## src/rtl/seq_multiplier.sv

```systemverilog
// -----------------------------------------------------------------------------
// seq_multiplier -- unsigned radix-2 shift-add multiplier, one multiplier bit
// per clock, with a start/busy/done handshake.
//
// Also contains fast_adder, the block-carry-lookahead adder used as the
// accumulate stage.
//
// seq_multiplier ports
//   clk    in   1              clock, all state changes on posedge
//   reset  in   1              asynchronous active-low reset
//   start  in   1              sample A/B and begin; honoured only when busy=0
//   A      in   word_width     multiplicand (unsigned)
//   B      in   word_width     multiplier (unsigned)
//   busy   out  1              high while the shift-add loop is running
//   done   out  1              one-cycle pulse, PROD valid
//   PROD   out  2*word_width   product, held until the next result
//
// fast_adder ports
//   A, B   in   word_width     addends
//   C_IN   in   1              carry in
//   R      out  word_width     sum
//   C_OUT  out  1              carry out
// -----------------------------------------------------------------------------

module fast_adder #(
    parameter int word_width   = 16,
    parameter int cascade_size = 4
) (
    input  logic [word_width-1:0] A,
    input  logic [word_width-1:0] B,
    input  logic                  C_IN,
    output logic [word_width-1:0] R,
    output logic                  C_OUT
);
    localparam int NGRP = word_width / cascade_size;

    logic [word_width-1:0] w_g;
    logic [word_width-1:0] w_p;

    assign w_g = A & B;
    assign w_p = A ^ B;

    // Carries ripple inside a group; each group's carry-out is formed from
    // the group generate/propagate terms so the inter-group chain is one
    // AND-OR per group.
    always_comb begin
        logic        v_gc;
        logic        v_gg;
        logic        v_gp;
        logic        v_c;
        int unsigned v_idx;
        R     = '0;
        v_gc  = C_IN;
        v_gg  = 1'b0;
        v_gp  = 1'b1;
        v_c   = 1'b0;
        v_idx = 0;
        for (int unsigned grp = 0; grp < NGRP; grp++) begin
            v_gg = 1'b0;
            v_gp = 1'b1;
            v_c  = v_gc;
            for (int unsigned k = 0; k < cascade_size; k++) begin
                v_idx    = grp * cascade_size + k;
                R[v_idx] = w_p[v_idx] ^ v_c;
                v_c      = w_g[v_idx] | (w_p[v_idx] & v_c);
                v_gg     = w_g[v_idx] | (w_p[v_idx] & v_gg);
                v_gp     = v_gp & w_p[v_idx];
            end
            v_gc = v_gg | (v_gp & v_gc);
        end
        C_OUT = v_gc;
    end
endmodule

module seq_multiplier #(
    parameter int word_width   = 16,
    parameter int cascade_size = 4
) (
    input  logic                    clk,
    input  logic                    reset,
    input  logic                    start,
    input  logic [word_width-1:0]   A,
    input  logic [word_width-1:0]   B,
    output logic                    busy,
    output logic                    done,
    output logic [2*word_width-1:0] PROD
);
    localparam int               CNT_W    = $clog2(word_width) + 1;
    localparam logic [CNT_W-1:0] LAST_CNT = CNT_W'(word_width - 1);

    typedef enum logic [1:0] {
        S_IDLE,
        S_RUN,
        S_DONE
    } state_t;

    state_t                  r_state;
    logic [word_width-1:0]   r_m;
    logic [word_width-1:0]   r_hi;
    logic [word_width-1:0]   r_lo;
    logic [CNT_W-1:0]        r_cnt;
    logic                    r_busy;
    logic                    r_done;
    logic [2*word_width-1:0] r_prod;

    logic [word_width-1:0]   w_sum;
    logic                    w_cout;
    logic [word_width:0]     w_acc;

    fast_adder #(
        .word_width   (word_width),
        .cascade_size (cascade_size)
    ) u_fast_adder (
        .A     (r_hi),
        .B     (r_m),
        .C_IN  (1'b0),
        .R     (w_sum),
        .C_OUT (w_cout)
    );

    // {carry, sum} of this step; the carry becomes the new hi MSB after the
    // shift, so the partial product never overflows.
    assign w_acc = r_lo[0] ? {w_cout, w_sum} : {1'b0, r_hi};

    always_ff @(posedge clk or negedge reset) begin
        if (!reset) begin
            r_state <= S_IDLE;
            r_m     <= '0;
            r_hi    <= '0;
            r_lo    <= '0;
            r_cnt   <= '0;
            r_busy  <= 1'b0;
            r_done  <= 1'b0;
            r_prod  <= '0;
        end else begin
            r_done <= 1'b0;
            case (r_state)
                S_IDLE: begin
                    if (start) begin
                        r_m     <= A;
                        r_lo    <= B;
                        r_hi    <= '0;
                        r_cnt   <= '0;
                        r_busy  <= 1'b1;
                        r_state <= S_RUN;
                    end
                end
                S_RUN: begin
                    r_hi  <= w_acc[word_width:1];
                    r_lo  <= {w_acc[0], r_lo[word_width-1:1]};
                    r_cnt <= r_cnt + 1'b1;
                    if (r_cnt == LAST_CNT) begin
                        r_busy  <= 1'b0;
                        r_state <= S_DONE;
                    end
                end
                S_DONE: begin
                    // Registered outputs: the pulse and product appear on
                    // the edge that leaves DONE, which is also the edge a
                    // new start is accepted on.
                    r_done <= 1'b1;
                    r_prod <= {r_hi, r_lo};
                    if (start) begin
                        r_m     <= A;
                        r_lo    <= B;
                        r_hi    <= '0;
                        r_cnt   <= '0;
                        r_busy  <= 1'b1;
                        r_state <= S_RUN;
                    end else begin
                        r_state <= S_IDLE;
                    end
                end
                default: r_state <= S_IDLE;
            endcase
        end
    end

    assign busy = r_busy;
    assign done = r_done;
    assign PROD = r_prod;
endmodule

```

## config.mk

```make
export PLATFORM = sky130hd
export DESIGN_NAME = seq_multiplier
export DESIGN_NICKNAME = d
export VERILOG_FILES = /design/src/rtl/seq_multiplier.sv
export SDC_FILE = /design/constraint.sdc
export NUM_CORES = 1
export LEC_CHECK = 0
export CORE_AREA = 8 8 104 106
export DETAILED_ROUTE_END_ITERATION = 6
export DIE_AREA = 0 0 112 114
export PLACE_DENSITY = 0.79
export SLEW_MARGIN = 5
export SYNTH_ARGS = -nofsm -noshare
export SYNTH_HDL_FRONTEND = slang
export SYNTH_SLANG_ARGS = --single-unit
export TNS_END_PERCENT = 20
```

## constraint.sdc

```tcl
create_clock -name clk -period 10.1 [get_ports clk]
set_input_delay 1.01 -clock clk [delete_from_list [all_inputs] [get_ports clk]]
set_output_delay 1.01 -clock clk [all_outputs]
set_load 0.03 [all_outputs]
```

==> impl_metrics.csv <==
group,metric,value,unit
run_status,outcome,"complete, no violations",
critical_path,cp_cell_sequence,"ha_1 -> fa_1 -> fa_1 -> fa_1 -> a31o_2 -> or2_1 -> a21o_1 -> fa_1 -> fa_1 -> fa_1 -> xnor2_1 -> nand2_1 -> o21ai_0 -> o21ai_0",
power_and_ir_drop,vdd_ir_drop_max,0.0001157,V
sta,clock.fmax,236.3,MHz
floorplanning,rows,35,
worst_hold_path,holdCritPathClass,"flip-flop to flip-flop",
sta,setup_slack,5.868,ns
placement,place_worst_setup_slack,5.881,ns
clock_network,postCtsSetupBuffers,0,
synth,post_synth_num_cell_types,38,
clock_network,clock-sinks,89,
power_and_ir_drop,p_leak,0.002580,uW
job,cap_violations,0,
critical_path,crit_arrival,4.45,ns
critical_path,startpoint_type,"flip-flop",
sta,fin_crit,4.232,ns
clock_network,cts-root-buf,"clkbuf_8",
sta,whs,0.4864,ns
routing,drc,0,
sta,worst_slew_pin_slew,1.090,ns
synth,async_flop_share,100.0,%
grt,overflow,0,
routing,routed_wl,8851,um
sta,post-route-period-util,41.90,%
critical_path,worst_setup_path_end_kind,"flip-flop",
routing,first_pass_iters,4,
cells_and_area,multi_input_area,1958,sq um
placement,port_buffers,68,
sta,final_hold_viol_count,0,
critical_path,critPathKind,"flip-flop to flip-flop",
floorplanning,start_util,47.69,%
synth,yosysTopAreaCellShare,51.27,%
sta,drv_slew,0,
synth,synth_cells,363,
critical_path,critPathMaxFanout,4,
synth,avgSynthCellArea,11.97,sq um
synth,ys_seq_elements,89,
placement,hpwlAfterDp,6090,um
routing,wire_per_inst,16.45,um
grt,grt_start_max_net_pins,90,
floorplanning,die_height,114,um
critical_path,crit_top_cell,"fa_1",
synth,seq_area_frac_synth,51.27,%
clock_network,cts_tree,"built",
synth,synth-edff-count,0,
cells_and_area,fillers,777,
clock_network,htree_num_levels,3,
critical_path,cp_slowest_cell,"dfrtp_1",
synth,synth_most_common_cell,"dfrtp_1",
clock_network,clk_pin_slew_worst_paths,0.09,ns
synth,yosys-top-cells-count,"dfrtp_1, nand2_1, o21ai_0",
sta,setup_tns,0,ns
grt,grt_use_total,14.35,%
routing,ant_nets,0,
clock_network,postCtsHoldBufs,0,
sta,setup_viol,0,
grt,antenna_found_initial,0,
routing,drtIter0Drc,114,
cells_and_area,nets,485,
sta,fin_skew,0.009857,ns
clock_network,cts_made_buffers,9,
synth,yosys.area.top_type,"dfrtp_1",
power_and_ir_drop,power.density,316.0,nW/um^2
floorplanning,die_w,112,um
sta,rsz0062_at_grt,"false",
cells_and_area,diodes,0,
clock_network,cts_max_path_buffers,2,
synth,synth_area_leaders,"dfrtp_1, mux2_4, nand2_1",
synth,synth_ff_type,"dfrtp_1",
placement,gp_congestion,0.8096,
routing,vias_per_cell,5.152,
floorplanning,num_io_pins,69,
synth,synth_area,4344,sq um
grt,grt_pass1_wl,14670,um
cells_and_area,area_delta_synth_final,20.59,%
floorplanning,design.core.area,9109,sq um
placement,placed_cell_area,5021,sq um
floorplanning,die_area,12770,sq um
synth,synth_nets,425,
placement,placed_cells,523,
critical_path,cpPeakStageDelay,0.42,ns
cells_and_area,layout.cells.non_filler,538,
cells_and_area,regArea,2227,sq um
routing,route.vias.total,2772,
clock_network,clk_latency,0.35,ns
critical_path,cp_data_required_time,10.32,ns
synth,yosysWarnings,0,
cells_and_area,final_cell_area,5239,sq um
grt,grt_pass1_vias,2976,
clock_network,ctsResizeCount,0,
cells_and_area,drive_gt1_share,12.41,%
sta,max-slew-margin-rel,27.33,%
[layer usage]
layer  up-vias  GRT usage, %  part of all wire (%)
met4         0         7.104                   1.9
met2        47         23.34                    47
met1      1366         18.03                    47
met3        11         2.747                   3.8
met5         -             0                     0
li1       1348             -                     -
[layout make-up]
| cell class | instances | share of cell area (%) |
|---|---|---|
| clock buffers | 11 | 2.699 |
| clock inverters | 4 | 1.457 |
| inverters | 3 | 0.2150 |
| multi-input cells | 251 | 37.38 |
| flip-flops and latches | 89 | 42.51 |
| well taps | 111 | 2.651 |
| repair buffers | 69 | 13.09 |
[layout by cell type (no fill, tap or decap), types with 3 or more instances in the layout]
cell / netlist / layout
mux2i_1: 28 / 28
and3_1: 3 / 3
o21ai_1: 10 / 10
mux2_4: 29 / 29
mux2_2: 3 / 3
o21ai_0: 31 / 31
xnor2_1: 3 / 3
clkbuf_8: 0 / 10
fa_1: 12 / 12
inv_1: 3 / 3
clkdlybuf4s50_1: 0 / 67
dfrtp_1: 89 / 89
nand2_1: 88 / 88
ha_1: 15 / 15
nand3_1: 4 / 4
a21oi_1: 3 / 3
[through the flow]
stage | power [uW] | utilization [%]
floorplan | 1174 | -
global placement | 1345 | 55.12
global route | 1783 | 57.51
detailed placement | 1397 | 55.12
CTS | 1672 | 57.51
finish | 1655 | 57.51
[cell families after synthesis]
| family | Yosys count | share of synthesized area (%) |
|---|---|---|
| DFF | 89 | 51.27 |
| muxes | 60 | 17.25 |
| buffers and inverters | 23 | 3.658 |
| AOI/OAI and AO/OA | 53 | 6.654 |
| adders and majority gates | 27 | 9.850 |
| and+or+nand+nor | 107 | 10.51 |
| xor gates and xnor gates | 4 | 0.8066 |
[report_power, final]
group / internal [uW] / leakage (uW) / switching (uW) / total (uW)
clock: 146 / 0.000106 / 123 / 269
combinational: 353 / 0.00133 / 363 / 716
sequential: 505 / 0.00115 / 165 / 670
total: 1000 / 0.00258 / 651 / 1660
[worst max-delay path: cells and delay by family (launching register included)]
family / cells / cell delay [ns]
and+or+nand+nor: 2 / 0.30
xor gates and xnor gates: 1 / 0.17
DFF: 1 / 0.42
AOI/OAI and AO/OA: 4 / 0.61
adders and majority gates: 7 / 2.60
[path summary, 6_finish.rpt]
path	from	end	slack, ns	cells after the start
worst max-delay path	r_hi[0]	r_hi[14]	5.87	14
worst min-delay path	r_cnt[4]	r_cnt[4]	0.49	2
worst max register to register	r_hi[0]	r_hi[14]	5.87	14
worst min register to register	r_cnt[4]	r_cnt[4]	0.49	2
max in group asynchronous	reset	PROD[30]	8.54	1
min in group asynchronous	reset	done	0.86	1
[state kept, by name, summed over array words and instances, names as in the netlist]
register / cells
r_cnt: 5
busy: 1
r_state: 2
PROD: 32
done: 1
r_m: 16
r_lo: 16
r_hi: 16
Power figures use the tool's default switching activity.
